--- config.mk ---
export PLATFORM = sky130hd
export DESIGN_NAME = deserializer_sipo
export DESIGN_NICKNAME = d
export VERILOG_FILES = /design/src/rtl/deserializer_sipo.sv
export SDC_FILE = /design/constraint.sdc
export NUM_CORES = 1
export LEC_CHECK = 0
export CAP_MARGIN = 20
export CORE_MARGIN = 2
export CORE_UTILIZATION = 50
export CTS_CLUSTER_DIAMETER = 50
export DETAILED_ROUTE_END_ITERATION = 10
export GPL_ROUTABILITY_DRIVEN = 0
export PLACE_DENSITY = 0.73
export SYNTH_ARGS = -nofsm -noshare
export SYNTH_HDL_FRONTEND = slang
export SYNTH_SLANG_ARGS = --single-unit
--- constraint.sdc ---
create_clock -name clk -period 2.8 [get_ports clk]
set_clock_uncertainty 0.05 [all_clocks]
set_input_delay 0.84 -clock clk [delete_from_list [all_inputs] [get_ports clk]]
set_output_delay 0.84 -clock clk [all_outputs]
set_load 0.01 [all_outputs]
--- src/rtl/deserializer_sipo.sv ---
// Serial-in/parallel-out receiver: frames serial bits into DATA_WIDTH words and
// presents them through a single-entry valid/ready holding register.
module deserializer_sipo #(
  parameter int unsigned DATA_WIDTH = 8,
  parameter bit          MSB_FIRST  = 1'b0
) (
  input  logic                  clk,
  input  logic                  rst,
  input  logic                  srl_in,
  input  logic                  srl_en,
  input  logic                  frame_start,
  output logic [DATA_WIDTH-1:0] data_out,
  output logic                  data_valid,
  input  logic                  data_ready,
  output logic                  rx_active,
  output logic                  align_err,
  output logic                  overrun
);

  localparam int unsigned CNT_W = $clog2(DATA_WIDTH + 1);

  typedef enum logic [0:0] {IDLE, SHIFT} state_t;

  state_t                  state_q, state_d;
  logic [CNT_W-1:0]        cnt_q, cnt_d;
  logic [DATA_WIDTH-1:0]   shift_q, shift_d;
  logic [DATA_WIDTH-1:0]   data_q, data_d;
  logic                    valid_q, valid_d;
  logic                    align_q, align_d;
  logic                    ovr_q, ovr_d;

  logic                    take_c;
  logic                    done_c;
  logic [CNT_W-1:0]        pos_c;
  logic [CNT_W-1:0]        idx_c;
  logic [DATA_WIDTH-1:0]   base_c;
  logic [DATA_WIDTH-1:0]   word_c;

  // State register and output registers
  always_ff @(posedge clk) begin
    if (rst) begin
      state_q <= IDLE;
      cnt_q   <= '0;
      shift_q <= '0;
      data_q  <= '0;
      valid_q <= 1'b0;
      align_q <= 1'b0;
      ovr_q   <= 1'b0;
    end else begin
      state_q <= state_d;
      cnt_q   <= cnt_d;
      shift_q <= shift_d;
      data_q  <= data_d;
      valid_q <= valid_d;
      align_q <= align_d;
      ovr_q   <= ovr_d;
    end
  end

  // Framing FSM, bit insertion and holding-register handshake
  always_comb begin
    state_d = state_q;
    cnt_d   = cnt_q;
    shift_d = shift_q;
    data_d  = data_q;
    valid_d = valid_q;
    align_d = 1'b0;
    ovr_d   = ovr_q;
    take_c  = 1'b0;
    done_c  = 1'b0;
    pos_c   = '0;
    base_c  = shift_q;

    if (srl_en) begin
      case (state_q)
        IDLE: begin
          if (frame_start) begin
            take_c = 1'b1;
            base_c = '0;
            if (DATA_WIDTH == 1) begin
              done_c = 1'b1;
            end else begin
              state_d = SHIFT;
              cnt_d   = CNT_W'(1);
            end
          end
        end
        SHIFT: begin
          take_c = 1'b1;
          if (frame_start) begin
            base_c  = '0;
            align_d = 1'b1;
            cnt_d   = CNT_W'(1);
          end else begin
            pos_c = cnt_q;
            if (CNT_W'(cnt_q + 1'b1) == CNT_W'(DATA_WIDTH)) begin
              done_c  = 1'b1;
              cnt_d   = '0;
              state_d = IDLE;
            end else begin
              cnt_d = CNT_W'(cnt_q + 1'b1);
            end
          end
        end
        default: state_d = IDLE;
      endcase
    end

    // Line position to word bit index; mirrored for MSB-first links
    idx_c  = MSB_FIRST ? CNT_W'(CNT_W'(DATA_WIDTH - 1) - pos_c) : pos_c;
    word_c = base_c;
    for (int i = 0; i < int'(DATA_WIDTH); i++) begin
      if (CNT_W'(i) == idx_c) word_c[i] = srl_in;
    end
    if (take_c) shift_d = word_c;

    if (done_c) begin
      if (!valid_q || data_ready) begin
        data_d  = word_c;
        valid_d = 1'b1;
      end else begin
        ovr_d = 1'b1;
      end
    end else if (valid_q && data_ready) begin
      valid_d = 1'b0;
    end
  end

  assign data_out   = data_q;
  assign data_valid = valid_q;
  assign rx_active  = (state_q == SHIFT);
  assign align_err  = align_q;
  assign overrun    = ovr_q;

endmodule

==> results of run 1 <==
[per-layer routing]
metal | wire length (um) | share of wire [%] | vias up
li1 | - | - | 546
met1 | 1385 | 51 | 519
met2 | 1165 | 43 | 26
met4 | 46 | 1.7 | 0
met5 | 0 | 0 | -
met3 | 117 | 4.3 | 6
[where the power goes]
part	total [mW]	leakage, nW	internal [mW]	switching, mW
combinational	0.0424	0.263	0.0180	0.0244
sequential	0.352	0.194	0.345	0.00666
clock	0.188	0.0210	0.0795	0.109
[per-stage QoR]
step	hold WS [ns]	area (sq um)
finish	0.4179	1486
global route	0.4519	1486
CTS	0.4264	1486
detailed placement	0.4050	1450
global placement	0.3868	1450
floorplan	0.4195	1296
[cells in the mapped netlist, types with 2 or more instances]
master,n
a21oi_1,6
nor3_4,2
nand2_1,4
o211ai_1,2
a211oi_1,9
o21ai_0,2
clkbuf_1,3
and2_1,3
nand3_1,5
nor3_1,3
a211oi_2,9
dfxtp_1,24
ha_1,2
and4_1,4
buf_6,2
a31oi_1,4
mux2i_1,2
nand3b_1,2
o21a_1,2
nor2_1,16
buf_2,4
inv_1,5
[cell type report]
cell class,instances,area [sq um]
multi-input cells,98,735.7
flip-flops and latches,24,480.5
repair buffers,18,177.7
fillers,237,991.0
inverters,5,18.77
well taps,30,37.54
clock buffers,4,36.28
[placed cells by master, fill, tap and decap left out, drive strengths merged, types with 2 or more instances in the layout]
cell	n
nand3b	3
nor3	5
a31oi	4
mux2i	2
o21a	2
nand3	5
a211oi	18
o211ai	2
a21oi	6
clkbuf	4
dfxtp	24
nand2	4
and2	3
nor2	16
and4	4
clkdlybuf4s50	17
o21ai	3
inv	5
ha	2
[critical path, stage by stage]
cell	delay (ns)
clkdlybuf4s50_1	0.63
nand3b_4	0.23
nor3_4	0.43
a21o_4	0.26
a211oi_2	0.08
[path summary, 6_finish.rpt]
kind	start	endpoint	slack [ns]	cells past startpoint
worst max-delay path	srl_en	data_out[1]	0.48	5
worst max register to register	cnt_q[1]	data_out[1]	0.85	5
worst min register to register	overrun	overrun	0.42	2
worst min-delay path	overrun	overrun	0.42	2
[flip-flops by register name (all words and copies together), names as in the netlist]
name / count
shift_q: 8
data_valid: 1
cnt_q: 4
data_out: 8
align_err: 1
overrun: 1
rx_active: 1
[logic make-up (layout without fill, tap and decap cells)]
group,count (synthesis),count (layout),share of synthesized area (%)
flops,24,24,37.07
buf+inv,15,27,6.178
fa+ha+maj,2,2,1.930
simple gates,50,50,24.71
mux,2,2,1.544
compound gates,44,44,28.57
==> results.md, run 1 <==
* Status: completed
* Synth warnings at 0
* M2 GR Usage at 32.34%
* Max FO, Critical Path at 13
* Post-synth EDFFs at 0
* Distinct cell type count after synthesis at 44
* Hold Fails Final Rpt at 0
* Met1 usage in global routing at 28.14%
* Hold crit path type: reg -> reg
* Post-synthesis average cell area at 9.462 sq um
* Initial drt markers at 19
* Num rows at 18
* Post-route ant nets at 0
* Core area at 2477 sq um
* CTS sink count at 24
* DRC at 0
* DIE AREA at 3016 sq um
* Met3 Use GR at 4.032%
* Area delta synth->final at 14.67%
* Synth top area cells: dfxtp_1 (37%), a211oi_2 (8.7%), a211oi_1 (5.2%), nor2_1 (4.6%), and4_1 (2.7%)
* Die Ht at 54.92 um
* Global-route wire length before repair at 4478 um
* Post-cts sizing count at 0
* Skew-Pair Late Insertion Delay at 0.32 ns
* Maxcap violations at 0
* Pwr per Cell Area at 392.1 nW/um^2
* Remaining global-route overflow at 0
* CP Launch Type: input port
* Final Max Slew Viols at 0
* Via/cell ratio at 6.128
* Largest net degree at the start of global routing at 20
* Sum Neg Setup Slack at 0 ns
* Wire length per cell at 15.17 um
* WP data arrival at 2.48 ns
* Lkg Pwr at 0.4783 nW
* Max Freq at 0.4313 GHz
* Antenna violations before repair at 0
* Top cell type's share of synthesized area at 37.07%
* DR pass1 iterations at 4
* Final core utilization at 60.00%
* HPWL after detailed placement at 1888 um
* Setup slack at placement at 0.1519 ns
* Netlist Area Pre-Place at 1296 sq um
* Most used flip-flop cell after synthesis: dfxtp_1
* Share of layout cells above drive strength 1 at 13.42%
* Clock root cell: clkbuf_4
* Slew @ Worst Pin at 0.4755 ns
* Overall power at 0.5828 mW
* WS Path Type: in -> reg
* Synth Register Bits at 24
* I/O Buffers at 17
* Async SR Flop Fraction at 0%
* GRT Util Overall at 20.49%
* Inserted Clock Buffers at 3
* Post-Layout Cell Count at 179
* RSZ-0062 raised after global routing: no
* Clock-pin transition on the worst setup and hold timing paths at 0.13 ns
* Cells after DPL at 175
* DR vias at 1,097
* Post-CTS Hold Buffers at 0
* Postcts setup bufs at 0
* Slew margin rel. at 68.26%
* Gr busiest metal: met2
* DRT Wirelength at 2715 um
* Nets@finish at 158
* CTS max path bufs at 2
* CTS HTree Levels at 1
* Io pins at 18
* Tcrit/Tclk final at 82.81%
* Register area share after synthesis at 37.07%
* Worst Setup End Kind: flop
* CTS tree: yes
* Diodes inserted at 0
* Final WS setup at 0.4812 ns
* Syn nets at 145
* Synth area leader: dfxtp_1
* Starting Density at 52.32%
* WP data required at 2.96 ns
* Finish-stage setup viols at 0
* Vias in the first global route at 1,001
* Min cycle time layout at 2.319 ns
* Post-Syn Instances at 137
* Die X at 54.92 um
* Worst VDD drop at 294.8 uV
Power figures use the tool's default switching activity.
==> inputs of run 2 (changes only) <==
==> constraint.sdc (replaced) <==
create_clock -name clk -period 2.18 [get_ports clk]
set_clock_uncertainty 0.05 [all_clocks]
set_input_delay 0.654 -clock clk [delete_from_list [all_inputs] [get_ports clk]]
set_output_delay 0.654 -clock clk [all_outputs]
set_load 0.01 [all_outputs]
==> results.md, run 2 (synthesis results as in run 1) <==
* Status: completed
* CP Launch Type: flop
* Clock network power share at 39.0% (+6.7 points)
* Slew @ Worst Pin at 0.4498 ns (-0.02572 ns)
* WP data arrival at 1.41 ns (-1.07 ns)
* DR vias at 1,116 (+1.7%)
* Share of layout cells above drive strength 1 at 18.35% (+4.9 points)
* GRT Util Overall at 21.00% (+0.51 points)
* CTS max path bufs at 2 (unchanged)
* DRC at 0 (unchanged)
* Internal Pwr Total at 0.6579 mW (+49%)
* Clock root cell: clkbuf_4
* Origin of the worst setup path: rx_active
* Pwr per Cell Area at 532.6 nW/um^2 (+36%)
* CTS sink count at 24 (unchanged)
* RSZ-0062 raised after global routing: no
* Area delta synth->final at 22.10%
* Via/cell ratio at 5.936 (-3.1%)
* DRT Wirelength at 2793 um (+2.9%)
* DIE AREA at 3016 sq um (unchanged)
* Antenna violations before repair at 0 (unchanged)
* Max FO, Critical Path at 8 (-5)
* Slew margin rel. at 69.95% (+1.7 points)
* Net Sw Frac at 21.96% (-2.1 points)
* Worst hold start: overrun
* Most common cell after layout, fill and taps aside: dfxtp_1
* Delay-heaviest family, CP: buffers and inverters
* Io pins at 18 (unchanged)
* HPWL after detailed placement at 2005 um (+6.2%)
* Largest net degree at the start of global routing at 15 (-25%)
* Net Switching at 0.1851 mW (+32%)
* Hold slack at 0.4123 ns (-0.005650 ns)
* Max Freq at 0.4724 GHz
* Combinational power share at 7.4% (about the same)
* WP data required at 1.48 ns (-1.48 ns)
* Nets@finish at 167 (+5.7%)
* Slowest CP cell: clkdlybuf4s50_1
* Part of the power in registers at 53.5% (-6.9 points)
* Final Max Slew Viols at 0 (unchanged)
* Min cycle time layout at 2.117 ns
* Tcrit/Tclk final at 97.10%
* Post-cts sizing count at 0 (unchanged)
* Die Ht at 54.92 um (unchanged)
* Core area at 2477 sq um (unchanged)
* Lkg Pwr at 0.5314 nW (+11%)
* Overall power at 0.8431 mW (+45%)
* Hold crit path type: reg -> reg
* Vias in the first global route at 1,024 (+2.3%)
* Inserted Clock Buffers at 3 (unchanged)
* Hold Fails Final Rpt at 0 (unchanged)
* Placed inst area at 1530 sq um (+5.5%)
* I/O Buffers at 17 (unchanged)
* Worst Setup End Kind: primary output
* Wire length per cell at 14.86 um (-2.1%)
* CP cell instances: clkdlybuf4s50_1
* Buf/Inv on CP at 1 (unchanged)
* CTS tree: yes
* Die X at 54.92 um (unchanged)
* Postcts setup bufs at 0 (unchanged)
* Remaining global-route overflow at 0 (unchanged)
* Final instance area at 1583 sq um (+6.5%)
* Initial drt markers at 10 (-9)
* Diodes inserted at 0 (unchanged)
* DR pass1 iterations at 4 (unchanged)
* Num rows at 18 (unchanged)
* Most frequent cells in the layout: dfxtp_1 (24), clkdlybuf4s50_1 (17), nor2_1 (16)
* Maxcap violations at 0 (unchanged)
* Global-route wire length before repair at 4588 um (+2.5%)
* Worst VDD drop at 318.5 uV (+8.0%)
* Skew-Pair Late Insertion Delay at 0.32 ns (about the same)
* Starting Density at 52.32% (unchanged)
* Clock-pin transition on the worst setup and hold timing paths at 0.14 ns (about the same)
* Post-route ant nets at 0 (unchanged)
* Reg-to-Reg Start: cnt_q[0]
* Post-CTS Hold Buffers at 0 (unchanged)
* Finish-stage setup viols at 0 (unchanged)
* WS Path Type: reg -> out
* Critical Path Max Stage Delay at 0.59 ns (-0.04 ns)
* CTS HTree Levels at 1 (unchanged)
-- run 2: power by group through the flow --
stage,Clock (mW),Sequential (mW),Combinational [mW]
floorplan,0,0.460,0.0340
global placement,0,0.461,0.0599
detailed placement,0,0.461,0.0617
CTS,0.333,0.451,0.0628
global route,0.348,0.453,0.0672
finish,0.329,0.451,0.0625
-- run 2: routing by layer --
layer	track usage [%]	wire (um)	vias up
li1	-	-	564
met1	28.31	1419	530
met2	34.52	1265	20
met3	2.688	97	2
met4	7.317	10	0
met5	0	0	-
-- run 2: path summary, 6_finish.rpt --
check / to / slack [ns] / cells after the start
max: rx_active / 0.06 / 1
min: overrun / 0.41 / 2
max reg2reg: data_out[7] / 0.28 / 6
min reg2reg: overrun / 0.41 / 2
-- run 2: per-stage QoR --
step / utilization (%) / setup TNS [ns] / cells / setup slack, ns
after floorplan: - / 0 / 137 / 0.3862
after global placement: 61.77 / -1.015 / 184 / -0.1262
after detailed placement: 61.77 / -1.518 / 184 / -0.1903
after CTS: 63.89 / 0 / 188 / 0.06344
after global routing: 63.89 / 0 / 188 / 0.01095
final: 63.89 / 0 / 188 / 0.06322
-- run 2: cell type report --
class / count / area [sq um]
repair buffers: 27 / 257.7
clock buffers: 3 / 22.52
fillers: 207 / 894.6
clock inverters: 1 / 30.03
multi-input cells: 98 / 735.7
well taps: 30 / 37.54
inverters: 5 / 18.77
flip-flops and latches: 24 / 480.5
==> inputs of run 3 (changes only) <==
==> constraint.sdc (replaced) <==
create_clock -name clk -period 2.4 [get_ports clk]
set_clock_uncertainty 0.05 [all_clocks]
set_input_delay 0.72 -clock clk [delete_from_list [all_inputs] [get_ports clk]]
set_output_delay 0.72 -clock clk [all_outputs]
set_load 0.01 [all_outputs]
==> results.md, run 3 (synthesis results as in run 1) <==
* Status: completed
* Io pins at 18 (unchanged)
* Inserted Clock Buffers at 3 (unchanged)
* Most frequent cells in the layout: dfxtp_1 (24), clkdlybuf4s50_1 (17), nor2_1 (16)
* Most common cell after layout, fill and taps aside: dfxtp_1
* I/O Buffers at 17 (unchanged)
* Die Ht at 54.92 um (unchanged)
* Pwr per Cell Area at 484.7 nW/um^2 (-9.0%)
* CP Launch Type: flop
* Finish-stage setup viols at 0 (unchanged)
* Critical Path Max Stage Delay at 0.59 ns (about the same)
* Worst Setup End Kind: primary output
* Postcts setup bufs at 0 (unchanged)
* Hold crit path type: reg -> reg
* WP data required at 1.63 ns (+0.15 ns)
* Final Max Slew Viols at 0 (unchanged)
* WS Path Type: reg -> out
* Lkg Pwr at 0.5167 nW (-2.8%)
* Vias in the first global route at 973 (-5.0%)
* DIE AREA at 3016 sq um (unchanged)
* Net Switching at 0.1618 mW (-13%)
* Post-Layout Cell Count at 184 (-2.1%)
* Wire length per cell at 14.54 um (-2.1%)
* Hold Fails Final Rpt at 0 (unchanged)
* Clock network power share at 38.8% (-0.2 points)
* Delay-heaviest family, CP: buffers and inverters
* Area delta synth->final at 20.75%
* Max FO, Critical Path at 8 (unchanged)
* DRT Wirelength at 2675 um (-4.2%)
* Post-CTS Hold Buffers at 0 (unchanged)
* Sum Neg Setup Slack at 0 ns (unchanged)
* Clock-pin transition on the worst setup and hold timing paths at 0.14 ns (about the same)
* Share of layout cells above drive strength 1 at 16.23% (-2.1 points)
* Max Freq at 0.4588 GHz
* Remaining global-route overflow at 0 (unchanged)
* WP data arrival at 1.41 ns (about the same)
* Slew margin rel. at 66.96% (-3.0 points)
* CTS HTree Levels at 1 (unchanged)
* Final instance area at 1565 sq um (-1.1%)
* Maxcap violations at 0 (unchanged)
* Global-route wire length before repair at 4547 um (-0.89%)
* Combinational power share at 7.1% (-0.3 points)
* Initial drt markers at 15 (+5)
* Slowest CP cell: clkdlybuf4s50_1
* DRC at 0 (unchanged)
* Min cycle time layout at 2.180 ns
* DR vias at 1,083 (-3.0%)
* Slew @ Worst Pin at 0.4950 ns (+0.04521 ns)
* Worst VDD drop at 305.2 uV (-4.2%)
* Core area at 2477 sq um (unchanged)
* CTS sink count at 24 (unchanged)
* Net Sw Frac at 21.33% (-0.63 points)
* GRT Util Overall at 21.04% (+0.048 points)
* Internal Pwr Total at 0.5969 mW (-9.3%)
* Buf/Inv on CP at 1 (unchanged)
* HPWL after detailed placement at 1875 um (-6.5%)
* Tcrit/Tclk final at 90.82%
* Skew-Pair Late Insertion Delay at 0.32 ns (about the same)
* Number of fill cells at 215 (+3.9%)
* Num rows at 18 (unchanged)
* CP cell instances: clkdlybuf4s50_1
* DR pass1 iterations at 4 (unchanged)
* Via/cell ratio at 5.886 (-0.85%)
* Antenna violations before repair at 0 (unchanged)
* CTS tree: yes
* Post-route ant nets at 0 (unchanged)
* Diodes inserted at 0 (unchanged)
* Placed inst area at 1513 sq um (-1.1%)
* Nets@finish at 163 (-2.4%)
* Cells after DPL at 180 (-2.2%)
* Clock root cell: clkbuf_4
* Post-cts sizing count at 0 (unchanged)
* Starting Density at 52.32% (unchanged)
* CTS max path bufs at 2 (unchanged)
* Part of the power in registers at 54.1% (+0.6 points)
* RSZ-0062 raised after global routing: no
* Die X at 54.92 um (unchanged)
* Largest net degree at the start of global routing at 20 (+5)
==> run 3: routing by layer <==
metal	GRT usage, %	up-vias	share of wire (%)
met5	0	-	0
met4	7.724	0	1.4
met3	3.226	5	3.8
met2	31.55	22	44
met1	30.52	501	51
li1	-	555	-
==> run 3: area by class of cell <==
type / count / area [sq um] / area share, %
clock buffers: 3 / 22.52 / 1.439
clock inverters: 1 / 30.03 / 1.918
inverters: 5 / 18.77 / 1.199
multi-input cells: 98 / 735.7 / 47.00
flip-flops and latches: 24 / 480.5 / 30.70
well taps: 30 / 37.54 / 2.398
repair buffers: 23 / 240.2 / 15.35
==> run 3: final timing paths <==
| kind | depth (start not counted) | slack [ns] | startpoint | end |
|---|---|---|---|---|
| setup / recovery | 1 | 0.22 | rx_active | rx_active |
| hold / removal | 2 | 0.41 | overrun | overrun |
| setup reg to reg | 6 | 0.36 | cnt_q[1] | data_out[7] |
| hold reg to reg | 2 | 0.41 | overrun | overrun |
==> run 3: tightest hold or removal path: stages (launching register included) <==
cell,delay (ns)
dfxtp_1,0.33
inv_1,0.05
a21oi_1,0.05
==> run 3: power groups by stage <==
| stage | logic (mW) | clock network, mW | registers [mW] |
|---|---|---|---|
| finish | 0.0539 | 0.294 | 0.410 |
| global route | 0.0596 | 0.324 | 0.412 |
| CTS | 0.0544 | 0.306 | 0.410 |
| detailed placement | 0.0541 | 0 | 0.419 |
| global placement | 0.0530 | 0 | 0.419 |
| floorplan | 0.0309 | 0 | 0.418 |
==> run 3: through the flow <==
| stage | utilization (%) | setup WS [ns] | hold slack, ns | power (mW) |
|---|---|---|---|---|
| floorplan | - | 0.5402 | 0.4195 | 0.4485 |
| global placement | 61.06 | 0.05345 | 0.3898 | 0.4720 |
| detailed placement | 61.06 | 0.01538 | 0.3881 | 0.4733 |
| CTS | 63.18 | 0.2102 | 0.4157 | 0.7703 |
| global route | 63.18 | 0.1305 | 0.4424 | 0.7951 |
| finish | 63.18 | 0.2203 | 0.4093 | 0.7587 |
